### src/rtl/ddr_pkg.sv
// Shared DDR controller types: CAS request encodings and data-phase
// FSM states, plus the pending data-command record.
package ddr_pkg;
  localparam logic [2:0] RD_R  = 3'd1;
  localparam logic [2:0] RDA_R = 3'd2;
  localparam logic [2:0] WR_R  = 3'd3;
  localparam logic [2:0] WRA_R = 3'd4;

  localparam int DATA_Q_DEPTH = 4;

  typedef enum logic [1:0] {
    D_IDLE,
    D_WAIT,
    D_RD_BURST,
    D_WR_BURST
  } data_fsm_type;

  typedef struct packed {
    logic [2:0]  req;
    logic [15:0] due;
    logic [2:0]  bl2;
  } data_cmd_t;

  function automatic logic is_wr(input logic [2:0] req);
    return (req == WR_R) || (req == WRA_R);
  endfunction
endpackage

### src/rtl/data_cmd_fifo.sv
// Pending data-command FIFO; a pop frees its slot for a push in the
// same cycle. Ports: clk/reset, push/push_data, pop, head, full, empty.
module data_cmd_fifo
  import ddr_pkg::*;
#(
  parameter int DEPTH = DATA_Q_DEPTH
) (
  input  logic      clk,
  input  logic      reset,
  input  logic      push,
  input  data_cmd_t push_data,
  input  logic      pop,
  output data_cmd_t head,
  output logic      full,
  output logic      empty
);
  localparam int AW = $clog2(DEPTH);

  data_cmd_t       mem [DEPTH];
  logic [AW-1:0]   wr_ptr;
  logic [AW-1:0]   rd_ptr;
  logic [AW:0]     count;
  logic            do_push;
  logic            do_pop;

  assign full    = count == (AW+1)'(DEPTH);
  assign empty   = count == '0;
  assign do_pop  = pop && !empty;
  assign do_push = push && (!full || do_pop);
  assign head    = mem[rd_ptr];

  always_ff @(posedge clk) begin
    if (reset) begin
      wr_ptr <= '0;
      rd_ptr <= '0;
      count  <= '0;
    end else begin
      if (do_push) wr_ptr <= wr_ptr + 1'b1;
      if (do_pop)  rd_ptr <= rd_ptr + 1'b1;
      count <= count + (AW+1)'(do_push)
                     - (AW+1)'(do_pop);
    end
  end

  always_ff @(posedge clk) begin
    if (do_push) mem[wr_ptr] <= push_data;
  end
endmodule

### src/rtl/ctrl_burst_data.sv
// DDR data-phase engine: queues CAS commands, waits AL+CL / AL+CWL,
// then captures (rd_*) or drives (dq_*, dqs_oe, wr_pop) one burst.
module ctrl_burst_data
  import ddr_pkg::*;
#(
  parameter int DQ_W    = 8,
  parameter int Q_DEPTH = DATA_Q_DEPTH
) (
  input  logic              CK_t,
  input  logic              reset,
  input  logic              cas_rdy,
  input  logic [2:0]        cas_req,
  input  logic [4:0]        CL,
  input  logic [4:0]        CWL,
  input  logic [4:0]        AL,
  input  logic [3:0]        BL,
  input  logic [2*DQ_W-1:0] dq_in,
  input  logic [2*DQ_W-1:0] wr_data,
  output logic [2*DQ_W-1:0] rd_data,
  output logic              rd_valid,
  output logic              wr_pop,
  output logic [2*DQ_W-1:0] dq_out,
  output logic              dq_oe,
  output logic              dqs_oe,
  output logic              rw_done,
  output logic              q_full,
  output logic              err_ovf,
  output logic              err_col
);
  data_fsm_type state;
  logic [15:0]  now;
  logic [15:0]  lat;
  logic [2:0]   beat;
  logic [2:0]   bl2_cur;
  logic         rd_done;
  data_cmd_t    push_data;
  data_cmd_t    head;
  logic         empty;
  logic         full;
  logic         pop;
  logic         in_burst;
  logic         last;
  logic         start;
  logic         take;
  logic         collide;
  logic         pre_wr;
  logic         unused_bl0;

  assign unused_bl0 = BL[0];

  assign lat = 16'(AL) +
    16'(is_wr(cas_req) ? CWL : CL);

  always_comb begin
    push_data     = '0;
    push_data.req = cas_req;
    push_data.due = now + lat;
    push_data.bl2 = BL[3:1];
  end

  data_cmd_fifo #(.DEPTH(Q_DEPTH)) u_fifo (
    .clk       (CK_t),
    .reset     (reset),
    .push      (cas_rdy),
    .push_data (push_data),
    .pop       (pop),
    .head      (head),
    .full      (full),
    .empty     (empty)
  );

  // The head is acted on one cycle ahead of its due cycle so the burst
  // state is already current when its first beat arrives.
  assign in_burst = (state == D_RD_BURST) ||
                    (state == D_WR_BURST);
  assign last     = in_burst &&
                    (beat == bl2_cur - 3'd1);
  assign start    = !empty &&
                    (head.due == now + 16'd1);
  assign take     = start && (!in_burst || last);
  // A head due mid-burst is dropped on the spot.
  assign collide  = start && in_burst && !last;
  assign pop      = start;
  assign pre_wr   = take && is_wr(head.req);

  assign q_full  = full;
  assign dq_oe   = state == D_WR_BURST;
  assign dq_out  = dq_oe ? wr_data : '0;
  assign wr_pop  = (dq_oe && !last) || pre_wr;
  assign dqs_oe  = dq_oe || pre_wr;
  assign rw_done = rd_done || (dq_oe && last);

  always_ff @(posedge CK_t) begin
    if (reset) begin
      state    <= D_IDLE;
      now      <= '0;
      beat     <= '0;
      bl2_cur  <= '0;
      rd_valid <= 1'b0;
      rd_data  <= '0;
      rd_done  <= 1'b0;
      err_ovf  <= 1'b0;
      err_col  <= 1'b0;
    end else begin
      now      <= now + 16'd1;
      rd_valid <= state == D_RD_BURST;
      rd_done  <= (state == D_RD_BURST) && last;
      if (state == D_RD_BURST) rd_data <= dq_in;
      if (cas_rdy && full && !pop) err_ovf <= 1'b1;
      if (collide) err_col <= 1'b1;
      if (take) begin
        state   <= is_wr(head.req) ?
                   D_WR_BURST : D_RD_BURST;
        beat    <= '0;
        bl2_cur <= head.bl2;
      end else if (in_burst && !last) begin
        beat <= beat + 3'd1;
      end else begin
        state <= (!empty || cas_rdy) ?
                 D_WAIT : D_IDLE;
      end
    end
  end
endmodule

### config.mk
export PLATFORM = sky130hd
export DESIGN_NAME = ctrl_burst_data
export DESIGN_NICKNAME = d
export VERILOG_FILES = /design/src/rtl/ddr_pkg.sv /design/src/rtl/data_cmd_fifo.sv /design/src/rtl/ctrl_burst_data.sv
export SDC_FILE = /design/constraint.sdc
export NUM_CORES = 1
export LEC_CHECK = 0
export ABC_CLOCK_PERIOD_IN_PS = 4300
export CELL_PAD_IN_SITES_DETAIL_PLACEMENT = 0
export CELL_PAD_IN_SITES_GLOBAL_PLACEMENT = 1
export CORE_MARGIN = 1.5
export CORE_UTILIZATION = 30
export DETAILED_ROUTE_END_ITERATION = 8
export HOLD_SLACK_MARGIN = 0.03
export PLACE_DENSITY = 0.63
export SLEW_MARGIN = 0
export SYNTH_ARGS = -nofsm -noshare
export SYNTH_HDL_FRONTEND = slang
export SYNTH_SLANG_ARGS = --single-unit
### constraint.sdc
create_clock -name CK_t -period 4.3 [get_ports CK_t]
set_input_delay 0.86 -clock CK_t [delete_from_list [all_inputs] [get_ports CK_t]]
set_output_delay 0.86 -clock CK_t [all_outputs]
set_load 0.05 [all_outputs]
==> results.py, run 1 <==
metrics = {
    "yosys": {
        "ys_seq_elements": 141,
        "postSynth.asyncResetShare": 0,
        "synth_area_leaders": "edfxtp_1 (40%), dfxtp_1 (16%), mux4_2 (5.5%), xnor2_1 (3.9%), nand2_1 (2.7%)",
        "synthCells": 509,
        "synth_seq_area_share": 0.565,
        "synth_cell_types": 50,
        "syn_nets": 587,
        "yosysTopAreaCellShare": 0.403,
        "synth_warnings": 0,
        "synth_edf_count": 88,
        "yosys_most_used_dff": "edfxtp_1",
        "netlist_area_mm2": 0.00655,
        "synth_top_area_cell": "edfxtp_1",
        "syn_avg_cell_area_um2": 12.9,
    },
    "hold_path": {
        "worstHoldPathType": "reg2reg",
    },
    "outcome": {
        "status": "finished, final reports clean",
    },
    "final_layout": {
        "drive_above_1_share": 0.174,
        "finalInstanceArea_mm2": 0.00874,
        "final_nets": 715,
        "syn2layout_area_growth_pct": 33.5,
        "diodes": 0,
        "layout_commonest_cell": "clkdlybuf4s50_1",
        "mostFrequentLayoutCells": "clkdlybuf4s50_1 (92), edfxtp_1 (88), dfxtp_1 (52), nand2_1 (47), buf_4 (37)",
        "fin_cells": 925,
        "nFillCells": 1994,
    },
    "sta": {
        "max-slew-margin-rel": 0.270,
        "setup_viol": 0,
        "period_share": 0.986,
        "fin_crit_ns": 4.24,
        "finalHoldViolCount": 0,
        "clock.fmax_mhz": 236,
        "slew_violations": 0,
        "rsz0062_at_grt": "true",
        "skew_ns": 0.00581,
        "worst_pin_slew_ns": 1.09,
    },
    "clocking": {
        "numCtsBuffers": 17,
        "cts-root-buf": "clkbuf_16",
        "postCtsHoldBufs": 0,
        "cts_tree": "done",
        "htreeDepth": 4,
        "cts.sinks": 141,
        "cts_max_path_buffers": 2,
        "clkLatencyLatePin_ns": 0.42,
        "path_clk_slew_ns": 0.06,
    },
    "worst_setup_path": {
        "path_cells": "buf_4, buf_16, mux4_2, o21ai_2, a31oi_2, or4_1, or4_4, or2_4, o31ai_4, buf_12",
        "cp.arrival_ns": 3.38,
        "slowest_delay_ns": 0.52,
        "cp-start-kind": "flop",
        "end_kind": "primary output",
        "cp_data_required_time_ns": 3.44,
        "critPathMaxFanout": 5,
        "path_class": "reg2out",
        "slowest_stage": "mux4_2",
    },
    "global_routing": {
        "grt_overflow": 0,
        "grt_max_degree": 61,
        "grtUsageTotal": 0.131,
        "grt_pass1_wl_um": 22200,
        "antenna_found_initial": 0,
        "grt_pass1_vias": 4286,
    },
    "die": {
        "initial_core_util": 0.309,
        "dieHeight_um": 151,
        "core_area_mm2": 0.0212,
        "pin_count": 97,
        "die_area_mm2": 0.0227,
        "num_rows": 53,
        "fp.dieW_um": 151,
    },
    "placement": {
        "placed_cell_area_mm2": 0.00808,
        "gp_congestion": 0.804,
        "port_buffers": 95,
        "dp.cells": 888,
        "dp_hpwl_um": 9800,
    },
    "routing": {
        "drt_iter0_drc": 195,
        "wl_per_cell_um": 15.4,
        "postRouteAntennaNets": 0,
        "drtPass1Iterations": 4,
        "drcViolationCount": 0,
        "wirelength_um": 14200,
        "vias_per_cell": 4.69,
        "vias": 4341,
    },
    "power": {
        "max-vdd-ir-drop_mv": 0.211,
        "p_total_uw": 3450,
        "p_leak_uw": 0.00312,
        "pwr_density_cell_mw_per_mm2": 394,
    },
    "run": {
        "drv_cap": 0,
    },
}
[metal layers]
| metal | GRT usage | up-vias | wire length [um] |
|---|---|---|---|
| li1 | - | 2096 | - |
| met1 | 0.156 | 2109 | 6060 |
| met2 | 0.229 | 116 | 7100 |
| met3 | 0.0301 | 20 | 864 |
| met4 | 0.0495 | 0 | 217 |
| met5 | 0 | - | 0 |
[final cells by class]
type                       count  area [um2]  share of cell area
clock inverter                14         123              0.0140
tap                          275         344              0.0393
multi-input combinational    320        2710               0.310
clock buffer                  18         429              0.0491
inverter                      19        71.3             0.00816
sequential                   141        3710               0.424
timing repair buffer         138        1360               0.156
[worst max-delay path: cells and delay by family, from the launching register on]
kind / cells / cell delay (ns)
compound gates: 3 / 0.45
buf+inv: 3 / 0.43
flops: 1 / 0.35
mux: 1 / 0.52
simple gates: 3 / 1.21
[logic make-up (layout without fill, tap and decap cells)]
| kind of cell | after synthesis | after routing | synth area share |
|---|---|---|---|
| DFF | 141 | 141 | 0.565 |
| buffers and inverters | 48 | 189 | 0.0306 |
| muxes | 33 | 33 | 0.0970 |
| xor gates and xnor gates | 50 | 50 | 0.0838 |
| and+or+nand+nor | 162 | 162 | 0.125 |
| AOI/OAI and AO/OA | 54 | 54 | 0.0497 |
| adders and majority gates | 21 | 21 | 0.0481 |
[synthesized netlist by cell type, types with 6 or more instances]
cell / instances
nor3_1: 10
nand4_1: 7
xor2_1: 13
inv_1: 19
clkbuf_1: 23
nand2_1: 47
o21ai_0: 6
or3_1: 6
dfxtp_1: 53
nand3_1: 6
nor2b_1: 6
nor2_1: 33
xnor3_1: 7
xnor2_1: 29
edfxtp_1: 88
a21oi_1: 29
mux2_2: 6
mux4_1: 6
fa_1: 7
ha_1: 14
and3_1: 17
mux4_2: 16
nand2b_1: 11
[metrics by stage]
stage                     hold slack (ns)  setup WS (ns)  TNS, ns   util
after global placement              0.434         -0.104    -2.04  0.381
after global routing                0.479        -0.0525  -0.0889  0.412
after detailed placement            0.437         -0.152    -2.90  0.381
final                               0.447         0.0588        0  0.412
after CTS                           0.445        -0.0483  -0.0483  0.411
after floorplan                     0.430        -0.0423  -0.0845      -
[timing repair]
item                                    CTS  global route
setup buffers                             4             0
resized for setup                        14             2
gates cloned                              1             0
endpoints found under the setup margin    2             4
pin swaps                                 6             3
[power by group]
group | internal (uW) | leakage, uW | switching (uW)
sequential | 1560 | 0.00125 | 34.5
combinational | 241 | 0.00161 | 252
clock | 793 | 0.000260 | 563
total | 2600 | 0.00312 | 850
[state kept, by name, summed over array words and instances (netlist names), named ones only]
name / count
beat: 3
bl2_cur: 3
err_col: 1
err_ovf: 1
now: 16
rd_data: 16
rd_done: 1
rd_valid: 1
state: 2
u_fifo.count: 3
u_fifo.mem: 88
u_fifo.rd_ptr: 2
u_fifo.wr_ptr: 2
[worst paths after layout]
path	startpoint	end	slack [ns]	cells after the start
worst max-delay path	flop	dqs_oe	0.06	10
worst min register to register	err_ovf$_SDFFE_PP0P_	err_ovf$_SDFFE_PP0P_	0.45	2
worst min-delay path	err_ovf$_SDFFE_PP0P_	err_ovf$_SDFFE_PP0P_	0.45	2
worst max register to register	flop	u_fifo.count[2]$_SDFF_PP0_	0.24	15
Note: power is estimated with default switching activity, not from simulation.
==> inputs of run 2 (changes only) <==
- ABC_AREA: not set -> 1
- CORE_MARGIN: 1.5 -> 5
- CORE_UTILIZATION: 30 -> 35
- PLACE_DENSITY: 0.63 -> 0.74
==> results.py, run 2 <==
metrics = {
    "outcome": {
        "status": "finished, final reports clean",
    },
    "yosys": {
        "yosysTopAreaCellShare": 0.387,
        "yosys_most_used_dff": "edfxtp_1",
        "synth_area_leaders": "edfxtp_1 (39%), dfxtp_1 (16%), nand2_1 (11%), nor2_1 (5.8%), inv_1 (5.0%)",
        "syn_nets": 850,
        "netlist_area_mm2": 0.00682,
        "synth_top_family_by_area": "simple AND/OR/NAND/NOR gates",
        "synth_common_cells": "nand2_1 (199), nor2_1 (106), inv_1 (91)",
        "syn_avg_cell_area_um2": 8.84,
        "synth_xor_area_frac": 0.0282,
        "synth_most_common_cell": "nand2_1",
        "ys_seq_elements": 141,
        "synthAdderAreaFrac": 0.0462,
        "synth_cell_types": 38,
        "synth_seq_area_share": 0.543,
        "synthSimpleGateAreaFrac": 0.241,
        "synthCells": 772,
        "synth-compound-area-share": 0.0607,
        "synth_edf_count": 88,
        "postSynth.asyncResetShare": 0,
        "synth_warnings": 0,
        "synth_top_area_cell": "edfxtp_1",
        "synthMuxAreaShare": 0.00954,
    },
    "worst_setup_path": {
        "r2r_setup_slack_ns": 1.04,
        "r2r.worst_path.cells": 16,
        "cp_data_required_time_ns": 4.54,
        "critPathMaxFanout": 5,
        "end_kind": "flop",
        "cp-start-kind": "input port",
        "rr_endpoint": "u_fifo.mem[2][8]$_DFFE_PP_",
        "cp.arrival_ns": 4.33,
        "path_class": "in2reg",
    },
    "global_routing": {
        "grt_max_degree": 54,
        "grtUsageTotal": 0.146,
        "grt_pass1_wl_um": 25300,
        "antenna_found_initial": 0,
        "grt_overflow": 0,
        "grt_pass1_vias": 4801,
    },
    "power": {
        "p_leak_uw": 0.00365,
        "max-vdd-ir-drop_mv": 0.264,
        "p_sw_uw": 867,
        "p_seq_frac": 0.461,
        "p_sw_frac": 0.255,
        "pwr_density_cell_mw_per_mm2": 387,
        "p_int_uw": 2540,
        "pwr-share-clk": 0.420,
        "comb_power_share": 0.118,
    },
    "routing": {
        "postRouteAntennaNets": 0,
        "drcViolationCount": 0,
        "vias": 5145,
        "drtPass1Iterations": 5,
        "wirelength_um": 15800,
        "drt_iter0_drc": 249,
        "wl_per_cell_um": 13.6,
        "vias_per_cell": 4.42,
    },
    "final_layout": {
        "mostFrequentLayoutCells": "nand2_1 (199), nor2_1 (102), clkdlybuf4s50_1 (93), inv_1 (91), edfxtp_1 (88)",
        "largest_reg_flops": 88,
        "finish.utilization": 0.455,
        "nFillCells": 1876,
        "reg.largest.list": "u_fifo.mem: 88 flops, now: 16 flops, rd_data: 16 flops",
        "drive_above_1_share": 0.101,
        "final_nets": 965,
        "fin_cells": 1165,
        "max_flop_register": "u_fifo.mem",
        "diodes": 0,
        "syn2layout_area_growth_pct": 28.9,
        "layout_commonest_cell": "nand2_1",
    },
    "sta": {
        "setup_viol": 0,
        "worst_slack_ns": 0.209,
        "fin_crit_ns": 4.09,
        "period_share": 0.951,
        "finalHoldViolCount": 0,
        "skew_ns": 0.0131,
        "clock.fmax_mhz": 244,
        "worst_pin_slew_ns": 0.843,
        "hold_slack_ns": 0.468,
        "max-slew-margin-rel": 0.437,
        "slew_violations": 0,
        "rsz0062_at_grt": "false",
    },
    "clocking": {
        "cts_tree": "done",
        "path_clk_slew_ns": 0.06,
        "postCtsHoldBufs": 0,
        "clkLatencyLatePin_ns": 0.42,
        "numCtsBuffers": 17,
        "cts_max_path_buffers": 2,
        "cts-root-buf": "clkbuf_16",
        "postCtsSetupBuffers": 0,
        "cts.sinks": 141,
        "htreeDepth": 4,
    },
    "hold_path": {
        "worstHoldPathType": "reg2reg",
        "worstHoldStart": "err_col$_SDFFE_PP0P_",
        "hold_depth": 1,
        "holdPathEnd": "err_col$_SDFFE_PP0P_",
    },
    "die": {
        "fp.dieW_um": 150,
        "core_area_mm2": 0.0193,
        "num_rows": 51,
        "initial_core_util": 0.353,
        "dieHeight_um": 150,
        "pin_count": 97,
        "die_area_mm2": 0.0224,
    },
    "placement": {
        "dp_hpwl_um": 11000,
        "port_buffers": 95,
        "pre_cts_ws_ns": -0.272,
        "dp.cells": 1133,
        "gp_congestion": 0.770,
    },
    "run": {
        "drv_cap": 0,
    },
}
==> run 2: changes by cell type in the layout (fill, tap and decap cells not counted), moves of 18 or more <==
cell,delta
nor2_1,+69
inv_1,+72
nand3_1,+44
nand2_1,+152
o21ai_0,+33
mux4_2,-18
xnor2_1,-23
==> run 2: per-layer routing <==
metal  vias up  track usage  wire, um
met5         -            0         0
met4         0       0.0426       159
met3        10       0.0297       482
met2        85        0.236      7700
met1      2332        0.198      7480
li1       2718            -         -
==> run 2: worst max-delay path: stages <==
cell and delay, ns:
clkdlybuf4s50_1 0.53, o21ai_0 0.10, o21ai_1 0.11, buf_4 0.18, mux2_2 0.35, fa_1 0.43, ha_1 0.23, fa_1 0.39
a21o_1 0.20, a21oi_1 0.17, nor2_1 0.05, o21ai_0 0.14, buf_4 0.17, nor2_1 0.07, nand2_1 0.11, xor2_2 0.21
==> run 2: layout make-up <==
cell class / count / area, um2 / area share
clock buffers: 17 / 425 / 0.0484
clock inverters: 15 / 153 / 0.0174
inverters: 96 / 360 / 0.0410
multi-input cells: 513 / 2650 / 0.301
flip-flops and latches: 141 / 3700 / 0.421
well taps: 265 / 332 / 0.0377
repair buffers: 118 / 1170 / 0.133
==> run 2: repair_timing <==
action	in CTS	in global routing
gates resized for setup	0	1
setup endpoints to repair	0	4
hold endpoints to repair	0	0
==> run 2: how the worst max path moves through the flow <==
stage               startpoint                           to  slack (ns)  depth (start not counted)
global route        cas_req[0]  u_fifo.mem[2][16]$_DFFE_PP_       0.002                         17
detailed placement  cas_req[2]  u_fifo.mem[0][16]$_DFFE_PP_       -0.27                         16
global placement    cas_req[2]  u_fifo.mem[0][16]$_DFFE_PP_       -0.19                         16
finish              cas_req[2]  u_fifo.mem[2][16]$_DFFE_PP_        0.21                         16
floorplan           cas_req[0]  u_fifo.mem[0][16]$_DFFE_PP_        0.32                         14
CTS                 cas_req[2]  u_fifo.mem[1][16]$_DFFE_PP_        0.17                         16
==> run 2: power by group through the flow <==
stage / Clock [uW] / Combinational [uW] / Sequential (uW)
final: 1430 / 402 / 1570
after global routing: 1520 / 455 / 1580
after CTS: 1460 / 409 / 1570
after detailed placement: 0 / 406 / 1600
after global placement: 0 / 401 / 1600
after floorplan: 0 / 231 / 1600
==> run 2: logic make-up (layout without fill, tap and decap cells) <==
logic type | after synthesis | in the layout
xor gates and xnor gates | 22 | 22
DFF | 141 | 141
adders and majority gates | 21 | 21
AOI/OAI and AO/OA | 75 | 75
buffers and inverters | 118 | 246
and+or+nand+nor | 389 | 389
muxes | 6 | 6
==> run 2: through the flow <==
step                power [uW]  TNS (ns)  area (um2)
finish                    3410         0        8790
global route              3550         0        8790
CTS                       3440         0        8780
detailed placement        2010     -4.88        8200
global placement          2000     -3.67        8200
floorplan                 1830         0        6820
